[src/rtl/riscv_mem_pkg.sv]
// Shared definitions for the instruction/data memory port arbiter.
`default_nettype none

package riscv_mem_pkg;

  localparam int XLEN_DEFAULT = 32;

  // Arbiter FSM encodings
  localparam logic [1:0] ARB_IDLE    = 2'd0;
  localparam logic [1:0] ARB_BUSY_IF = 2'd1;
  localparam logic [1:0] ARB_BUSY_DM = 2'd2;

  // Requester IDs
  localparam logic REQ_IF = 1'b0;
  localparam logic REQ_DM = 1'b1;

  function automatic logic [1:0] busy_state(input logic req_id);
    return (req_id == REQ_DM) ? ARB_BUSY_DM : ARB_BUSY_IF;
  endfunction

endpackage

`default_nettype wire

[src/rtl/mem_port_arbiter_if.sv]
// Fetch port, data port and memory-side bus of the memory port arbiter.
`default_nettype none

interface mem_port_arbiter_if
  import riscv_mem_pkg::*;
#(
  parameter int XLEN = XLEN_DEFAULT
);
  logic            if_req;
  logic [XLEN-1:0] if_addr;
  logic            if_flush;
  logic            if_gnt;
  logic            if_rvalid;
  logic [XLEN-1:0] if_rdata;

  logic            dm_req;
  logic            dm_we;
  logic [XLEN-1:0] dm_addr;
  logic [XLEN-1:0] dm_wdata;
  logic [3:0]      dm_be;
  logic            dm_gnt;
  logic            dm_rvalid;
  logic [XLEN-1:0] dm_rdata;

  logic            mem_req;
  logic            mem_we;
  logic [XLEN-1:0] mem_addr;
  logic [XLEN-1:0] mem_wdata;
  logic [3:0]      mem_be;
  logic [XLEN-1:0] mem_rdata;
  logic            mem_ready;

  // Arbiter side
  modport slave (
    input  if_req, if_addr, if_flush,
    output if_gnt, if_rvalid, if_rdata,
    input  dm_req, dm_we, dm_addr, dm_wdata, dm_be,
    output dm_gnt, dm_rvalid, dm_rdata,
    output mem_req, mem_we, mem_addr, mem_wdata, mem_be,
    input  mem_rdata, mem_ready
  );

  // Core/memory side
  modport master (
    output if_req, if_addr, if_flush,
    input  if_gnt, if_rvalid, if_rdata,
    output dm_req, dm_we, dm_addr, dm_wdata, dm_be,
    input  dm_gnt, dm_rvalid, dm_rdata,
    input  mem_req, mem_we, mem_addr, mem_wdata, mem_be,
    output mem_rdata, mem_ready
  );
endinterface

`default_nettype wire

[src/rtl/mem_port_arbiter.sv]
// ---------------------------------------------------------------------------
// mem_port_arbiter : shares one single-ported memory between fetch and data
//                    ports with a starvation guard and fetch flush
// Revision 1.0     : initial release
// ---------------------------------------------------------------------------
`default_nettype none

module mem_port_arbiter
  import riscv_mem_pkg::*;
#(
  parameter int XLEN         = XLEN_DEFAULT,
  parameter int STARVE_LIMIT = 4
) (
  input  logic               clk,
  input  logic               rst_n,
  mem_port_arbiter_if.slave  bus,
  output logic               busy
);

  localparam logic [3:0] C_STARVE_LIMIT = 4'(STARVE_LIMIT);

  logic [1:0]      r_state;
  logic [1:0]      w_next_state;
  logic            w_if_gnt;
  logic            w_dm_gnt;
  logic            w_mem_req;
  logic [3:0]      r_streak;
  logic            r_drop;
  logic            r_mem_we;
  logic [XLEN-1:0] r_mem_addr;
  logic [XLEN-1:0] r_mem_wdata;
  logic [3:0]      r_mem_be;
  logic            r_if_rvalid;
  logic [XLEN-1:0] r_if_rdata;
  logic            r_dm_rvalid;
  logic [XLEN-1:0] r_dm_rdata;

  always_ff @(posedge clk or negedge rst_n) begin
    if (!rst_n) begin
      r_state <= ARB_IDLE;
    end else begin
      r_state <= w_next_state;
    end
  end

  always_comb begin
    w_next_state = r_state;
    case (r_state)
      ARB_IDLE: begin
        if (w_if_gnt) begin
          w_next_state = busy_state(REQ_IF);
        end else if (w_dm_gnt) begin
          w_next_state = busy_state(REQ_DM);
        end
      end
      ARB_BUSY_IF, ARB_BUSY_DM: begin
        if (bus.mem_ready) begin
          w_next_state = ARB_IDLE;
        end
      end
      default: w_next_state = ARB_IDLE;
    endcase
  end

  // Data wins ties unless fetch has already waited out the starvation limit.
  always_comb begin
    w_if_gnt  = 1'b0;
    w_dm_gnt  = 1'b0;
    w_mem_req = 1'b0;
    case (r_state)
      ARB_IDLE: begin
        w_if_gnt = bus.if_req && (!bus.dm_req || (r_streak == C_STARVE_LIMIT));
        w_dm_gnt = bus.dm_req && !w_if_gnt;
      end
      ARB_BUSY_IF, ARB_BUSY_DM: w_mem_req = 1'b1;
      default: w_mem_req = 1'b0;
    endcase
  end

  always_ff @(posedge clk or negedge rst_n) begin
    if (!rst_n) begin
      r_streak <= 4'd0;
    end else if (w_if_gnt) begin
      r_streak <= 4'd0;
    end else if (w_dm_gnt) begin
      if (!bus.if_req) begin
        r_streak <= 4'd0;
      end else if (r_streak != C_STARVE_LIMIT) begin
        r_streak <= r_streak + 4'd1;
      end
    end
  end

  always_ff @(posedge clk or negedge rst_n) begin
    if (!rst_n) begin
      r_drop      <= 1'b0;
      r_mem_we    <= 1'b0;
      r_mem_addr  <= '0;
      r_mem_wdata <= '0;
      r_mem_be    <= 4'd0;
      r_if_rvalid <= 1'b0;
      r_if_rdata  <= '0;
      r_dm_rvalid <= 1'b0;
      r_dm_rdata  <= '0;
    end else begin
      r_if_rvalid <= 1'b0;
      r_dm_rvalid <= 1'b0;
      if (w_if_gnt) begin
        r_mem_we    <= 1'b0;
        r_mem_addr  <= bus.if_addr;
        r_mem_wdata <= '0;
        r_mem_be    <= 4'hF;
        r_drop      <= bus.if_flush;
      end else if (w_dm_gnt) begin
        r_mem_we    <= bus.dm_we;
        r_mem_addr  <= bus.dm_addr;
        r_mem_wdata <= bus.dm_wdata;
        r_mem_be    <= bus.dm_be;
      end
      // A flushed fetch still runs to completion; only its response is dropped.
      if (r_state == ARB_BUSY_IF) begin
        if (bus.mem_ready) begin
          r_drop <= 1'b0;
          if (!(r_drop || bus.if_flush)) begin
            r_if_rvalid <= 1'b1;
            r_if_rdata  <= bus.mem_rdata;
          end
        end else if (bus.if_flush) begin
          r_drop <= 1'b1;
        end
      end
      if ((r_state == ARB_BUSY_DM) && bus.mem_ready) begin
        r_dm_rvalid <= 1'b1;
        r_dm_rdata  <= r_mem_we ? '0 : bus.mem_rdata;
      end
    end
  end

  assign bus.if_gnt    = w_if_gnt;
  assign bus.dm_gnt    = w_dm_gnt;
  assign bus.mem_req   = w_mem_req;
  assign bus.mem_we    = r_mem_we;
  assign bus.mem_addr  = r_mem_addr;
  assign bus.mem_wdata = r_mem_wdata;
  assign bus.mem_be    = r_mem_be;
  assign bus.if_rvalid = r_if_rvalid;
  assign bus.if_rdata  = r_if_rdata;
  assign bus.dm_rvalid = r_dm_rvalid;
  assign bus.dm_rdata  = r_dm_rdata;
  assign busy          = w_mem_req;

endmodule

`default_nettype wire

[src/flat_wrapper.sv]
// flat-port wrapper written by rule: the top's interface ports become plain ports
module mem_port_arbiter_flat import riscv_mem_pkg::*;
#(
  parameter int XLEN         = XLEN_DEFAULT,
  parameter int STARVE_LIMIT = 4
)
  (clk, rst_n, busy, bus_if_req, bus_if_addr, bus_if_flush, bus_if_gnt, bus_if_rvalid, bus_if_rdata, bus_dm_req, bus_dm_we, bus_dm_addr, bus_dm_wdata, bus_dm_be, bus_dm_gnt, bus_dm_rvalid, bus_dm_rdata, bus_mem_req, bus_mem_we, bus_mem_addr, bus_mem_wdata, bus_mem_be, bus_mem_rdata, bus_mem_ready);
  mem_port_arbiter_if #(.XLEN(XLEN)) bus_i ();
  input  logic clk;
  input  logic rst_n;
  output logic busy;
  input wire logic [$bits(bus_i.if_req)-1:0] bus_if_req;
  input wire logic [$bits(bus_i.if_addr)-1:0] bus_if_addr;
  input wire logic [$bits(bus_i.if_flush)-1:0] bus_if_flush;
  output wire logic [$bits(bus_i.if_gnt)-1:0] bus_if_gnt;
  output wire logic [$bits(bus_i.if_rvalid)-1:0] bus_if_rvalid;
  output wire logic [$bits(bus_i.if_rdata)-1:0] bus_if_rdata;
  input wire logic [$bits(bus_i.dm_req)-1:0] bus_dm_req;
  input wire logic [$bits(bus_i.dm_we)-1:0] bus_dm_we;
  input wire logic [$bits(bus_i.dm_addr)-1:0] bus_dm_addr;
  input wire logic [$bits(bus_i.dm_wdata)-1:0] bus_dm_wdata;
  input wire logic [$bits(bus_i.dm_be)-1:0] bus_dm_be;
  output wire logic [$bits(bus_i.dm_gnt)-1:0] bus_dm_gnt;
  output wire logic [$bits(bus_i.dm_rvalid)-1:0] bus_dm_rvalid;
  output wire logic [$bits(bus_i.dm_rdata)-1:0] bus_dm_rdata;
  output wire logic [$bits(bus_i.mem_req)-1:0] bus_mem_req;
  output wire logic [$bits(bus_i.mem_we)-1:0] bus_mem_we;
  output wire logic [$bits(bus_i.mem_addr)-1:0] bus_mem_addr;
  output wire logic [$bits(bus_i.mem_wdata)-1:0] bus_mem_wdata;
  output wire logic [$bits(bus_i.mem_be)-1:0] bus_mem_be;
  input wire logic [$bits(bus_i.mem_rdata)-1:0] bus_mem_rdata;
  input wire logic [$bits(bus_i.mem_ready)-1:0] bus_mem_ready;
  assign bus_i.if_req = bus_if_req;
  assign bus_i.if_addr = bus_if_addr;
  assign bus_i.if_flush = bus_if_flush;
  assign bus_if_gnt = bus_i.if_gnt;
  assign bus_if_rvalid = bus_i.if_rvalid;
  assign bus_if_rdata = bus_i.if_rdata;
  assign bus_i.dm_req = bus_dm_req;
  assign bus_i.dm_we = bus_dm_we;
  assign bus_i.dm_addr = bus_dm_addr;
  assign bus_i.dm_wdata = bus_dm_wdata;
  assign bus_i.dm_be = bus_dm_be;
  assign bus_dm_gnt = bus_i.dm_gnt;
  assign bus_dm_rvalid = bus_i.dm_rvalid;
  assign bus_dm_rdata = bus_i.dm_rdata;
  assign bus_mem_req = bus_i.mem_req;
  assign bus_mem_we = bus_i.mem_we;
  assign bus_mem_addr = bus_i.mem_addr;
  assign bus_mem_wdata = bus_i.mem_wdata;
  assign bus_mem_be = bus_i.mem_be;
  assign bus_i.mem_rdata = bus_mem_rdata;
  assign bus_i.mem_ready = bus_mem_ready;
  mem_port_arbiter #(.XLEN(XLEN), .STARVE_LIMIT(STARVE_LIMIT)) u_core (.clk(clk), .rst_n(rst_n), .bus(bus_i), .busy(busy));
endmodule
[config.mk]
export PLATFORM = sky130hd
export DESIGN_NAME = mem_port_arbiter_flat
export DESIGN_NICKNAME = d
export VERILOG_FILES = /design/src/rtl/riscv_mem_pkg.sv /design/src/rtl/mem_port_arbiter_if.sv /design/src/rtl/mem_port_arbiter.sv /design/src/flat_wrapper.sv
export SDC_FILE = /design/constraint.sdc
export NUM_CORES = 1
export LEC_CHECK = 0
export BUFFER_PORTS_ARGS = -buffer_cell sky130_fd_sc_hd__buf_2
export CORE_MARGIN = 2
export CORE_UTILIZATION = 42
export DETAILED_ROUTE_END_ITERATION = 10
export PLACE_DENSITY = 0.79
export SLEW_MARGIN = 5
export SYNTH_ARGS = -nofsm -noshare
export SYNTH_HDL_FRONTEND = slang
export SYNTH_SLANG_ARGS = --single-unit
[constraint.sdc]
create_clock -name clk -period 1.43 [get_ports clk]
set_input_delay 0.2145 -clock clk [delete_from_list [all_inputs] [get_ports clk]]
set_output_delay 0.2145 -clock clk [all_outputs]
set_load 0.01 [all_outputs]
==> results.md <==
- Walking the worst path, the cells encountered are inv_1 -> ha_2 -> nor2b_4 -> a31oi_4 -> buf_6 -> buf_6.
- In this run, the number of DRC markers left after iteration 0 of detailed routing was 392.
- The total routing usage reported by global routing is 0.232.
- The synthesized area per cell is 12.7 um2.
- The worst register-to-register path begins at u_core.r_state[1].
- For the pin with the worst max-slew slack, the measured transition is 356 ps.
- The dominant synthesized flop cell is sky130_fd_sc_hd__dfrtp_1.
- After synthesis the netlist holds a flip-flop and latch count of 142.
- The endpoint of the worst-slack reg-to-reg timing path is u_core.bus.mem_addr[28].
- Across all layers, the routed design uses 5146 vias.
- Clock tree synthesis inserted a total of 17 buffers.
- The power density over the cells is 2360 mW/mm2.
- In this run the tightest slew margin relative to its limit is 0.762.
- The clock insertion delay at the later pin of the skew report is 420 ps.
- For this design the top-level I/O count stands at 278.
- The die outline height is 121 um.
- The wire length per cell after detailed routing is 19.8 um.
- The standard cell core area is 0.0133 mm2.
- Summing all multi-input logic gate instances after layout gives 0.00222 mm2.
- From synthesis to final layout, the design area changed by 54.2%.
- Input and output buffers added on the ports amount to 277.
- After technology mapping, the gate count stands at 451.
- The H-tree generated during clock tree synthesis spans 4 levels.
- Using the TritonRoute via totals, the vias-per-cell ratio works out to 5.33.
- The post-synth design cell area is 0.00574 mm2.
- In the finished design, the share of the clock period the worst path needs comes to 1.25.
- Clock-pin slew was measured on the worst setup and hold paths at 60 ps.
- The maximum clock frequency is 0.559 GHz.
- The CTS tree is done.
- The sequential area share after synthesis is 0.619.
- The die covers 0.0146 mm2.
- The via count of the first global-routing pass is 5059.
- The synthesized design contains 0 enable-type register cells.
- Counting every sink on the clock net gives 142.
- For this run, asynchronously set or reset flops after synthesis account for 1.00.
- The most frequent cell on the critical path is sky130_fd_sc_hd__buf_6.
- Across all setup checks in the final design, the least slack found is -358 ps.
- In the post-synthesis netlist, the biggest area contributors are sky130_fd_sc_hd__dfrtp_1, sky130_fd_sc_hd__a221o_1, sky130_fd_sc_hd__mux2_2.
- Adding up every negative setup slack in the final design gives -24130 ps.
- The number of buffers and inverters on the critical path is 3.
- The remaining global-route overflow is 0.
- The number of distinct library cells after synthesis is 30.
- The clock skew after layout is 12.4 ps.
- For this run, the number of Yosys warnings is 0.
- The initial utilization of the core area, before any placement, comes to 0.432.
- The pre-antenna-repair detailed-routing pass consisted of 5 iterations.
- Of the cells placed in the final design, the portion with a size suffix greater than 1 is 0.530.
- The number of logic stages on the critical path including buffering is 6.
- The max-slew violation count is 0.
- The pin count of the biggest net entering global routing is 66.
- The count of cells in the finished layout, fillers not included, comes to 966.
- The register area is 0.00355 mm2.
- The number of rows in the core area is 42.
- Once detail routing completed, the nets flagged for antenna violations numbered 0.
- The checks that failed: setup timing.
- The cell sitting at the root of the clock tree is a sky130_fd_sc_hd__clkbuf_16.
- The final wirelength is 19100 um.
- Data arrives at the worst endpoint at 1570 ps.
- In the routed design, unresolved DRC markers number 0.
- At the end of routability-driven placement, the weighted congestion stood at 0.822.
- Tracing the worst setup path back leads to its startpoint at u_core.r_streak[0].
- Setup repair after global routing could not meet its margin everywhere.
- The number of hold-slack violations in the final timing report is 0.
- The placed cell count is 903.
- The startpoint class of the critical path is a flop.
- The number of diodes is 0.
- The kind of cell adding the most delay to the critical path is flip-flops.
- For this run, the slowest stage of the critical path takes 380 ps.
- The share of synthesized area in the top cell type comes to 0.619.
- The clock passes through at most 2 buffers.
- Counting cells, the worst reg-to-reg path comes to 8.
- Synthesis produced a netlist with a net count of 595.
- Across the VDD grid, the largest voltage drop is 1150 uV.
- The final setup violation count is 111.
- After the last flow step, the layout net total stands at 921.
- The required time of the critical path is 1220 ps.
- After layout, the design draws a total of 20.9 mW.
- The flow ran to the end, but the final reports show violations.
- The end point of the critical path is bus_dm_gnt.
- The final critical delay including setup and external delays is 1790 ps.
- The worst hold path class is in2reg.
- The global-route wire length before repair is 26000 um.
- The number of antenna violations at the first check in global routing is 0.
- The cell taking the most area after synthesis is sky130_fd_sc_hd__dfrtp_1.
- The critical path capture point type is an output pin.
- The slowest stage cell on the critical path is sky130_fd_sc_hd__dfrtp_1.
- Max-cap violations in this run came to 0.
- Along the worst path, the maximum fanout reaches 2.
- The setup slack of the most critical reg-to-reg path is -320 ps.
- The die boundary width is 121 um.
- The post-detailed-placement half-perimeter wirelength is 11600 um.
- After filler insertion, the fill cell instance count of the layout stands at 985.
- Summed over all cells, the static leakage comes to 4.59 nW.
- The worst setup path is of the reg2out kind.
[how the worst min path moves through the flow]
stage / from / endpoint / slack (ps) / depth (start not counted)
3_5_place_dp: rst_n / u_core.bus.dm_rdata[13] / 110 / 1
5_1_grt: bus_dm_wdata[18] / u_core.bus.mem_wdata[18] / 0.4 / 2
6_report: bus_dm_wdata[17] / u_core.bus.mem_wdata[17] / 10 / 2
4_1_cts: bus_dm_wdata[31] / u_core.bus.mem_wdata[31] / 0.6 / 2
3_3_place_gp: rst_n / u_core.bus.if_rdata[13] / 110 / 1
2_1_floorplan: rst_n / u_core.bus.dm_rdata[0] / -80 / 0
[per-layer routing]
layer,track usage,vias to the layer above,part of all wire
met5,0,-,0
met4,0.0981,0,0.024
met3,0.0578,34,0.075
met2,0.399,288,0.52
met1,0.277,2543,0.38
li1,-,2281,-
[sequential cells by signal, indices dropped and copies added, names as in the netlist]
name and cells:
u_core.r_drop 1, u_core.bus.if_rvalid 1, u_core.bus.mem_wdata 32, u_core.bus.dm_rvalid 1, u_core.bus.mem_addr 32, u_core.r_streak 4
u_core.bus.dm_rdata 32, u_core.bus.if_rdata 32, u_core.r_state 2, u_core.bus.mem_be 4, u_core.bus.mem_we 1
[layout make-up]
type                       count  area share
sequential                   142       0.401
timing repair buffer         342       0.257
multi-input combinational    268       0.251
clock buffer                  23      0.0539
tap                          176      0.0249
clock inverter                 9     0.00974
inverter                       6     0.00254
[synth_stat cells (6+ instances only)]
cell type                  instances
sky130_fd_sc_hd__mux2_2           32
sky130_fd_sc_hd__inv_1             6
sky130_fd_sc_hd__dfrtp_1         142
sky130_fd_sc_hd__a22o_1           33
sky130_fd_sc_hd__nand2_1          37
sky130_fd_sc_hd__a221o_1          37
sky130_fd_sc_hd__nand2b_1         34
sky130_fd_sc_hd__clkbuf_1         12
sky130_fd_sc_hd__buf_4             7
sky130_fd_sc_hd__and2_1           32
sky130_fd_sc_hd__buf_2            14
sky130_fd_sc_hd__o21ai_0          33
[cell usage in the layout (no fill, tap or decap), types with 4 or more instances in the layout]
cell	netlist	routed
sky130_fd_sc_hd__inv_1	6	4
sky130_fd_sc_hd__and2_1	32	31
sky130_fd_sc_hd__dfrtp_1	142	142
sky130_fd_sc_hd__o21ai_0	33	19
sky130_fd_sc_hd__buf_2	14	273
sky130_fd_sc_hd__buf_4	7	27
sky130_fd_sc_hd__a22o_1	33	33
sky130_fd_sc_hd__mux2_4	0	32
sky130_fd_sc_hd__a221o_1	37	37
sky130_fd_sc_hd__clkinvlp_4	0	5
sky130_fd_sc_hd__buf_6	2	16
sky130_fd_sc_hd__o21ai_1	0	12
sky130_fd_sc_hd__nand2b_1	34	34
sky130_fd_sc_hd__buf_12	0	12
sky130_fd_sc_hd__clkbuf_16	0	25
sky130_fd_sc_hd__nand2_1	37	34
[where the power goes]
group | leakage, nW | internal [mW] | switching [mW] | total [mW]
logic | 2.53 | 4.99 | 4.60 | 9.59
registers | 1.79 | 5.99 | 1.14 | 7.13
clock network | 0.261 | 2.52 | 1.65 | 4.18
[per-stage QoR]
stage	utilization	worst slack [ps]	hold slack, ps	cell area (um2)
2_1_floorplan	-	-40.7	-81.1	5790
3_3_place_gp	0.569	-94.3	107	7560
3_5_place_dp	0.569	-211	108	7560
4_1_cts	0.639	-340	0.623	8500
5_1_grt	0.666	-401	0.382	8860
6_report	0.666	-358	14.6	8860
[logic make-up after synthesis]
family	share of synthesized area
buf+inv	0.0370
simple gates	0.108
fa+ha+maj	0.0109
flops	0.619
compound gates	0.162
mux	0.0627
xor+xnor	0.00153
[what timing repair did]
action / in CTS / in global routing
endpoints found under the setup margin: 111 / 143
hold buffers: 3 / 0
gates cloned: 5 / 11
gates resized for setup: 50 / 48
setup buffers: 9 / 12
endpoints found under the hold margin: 122 / 0
pin swaps: 7 / 5
Power figures use the tool's default switching activity.
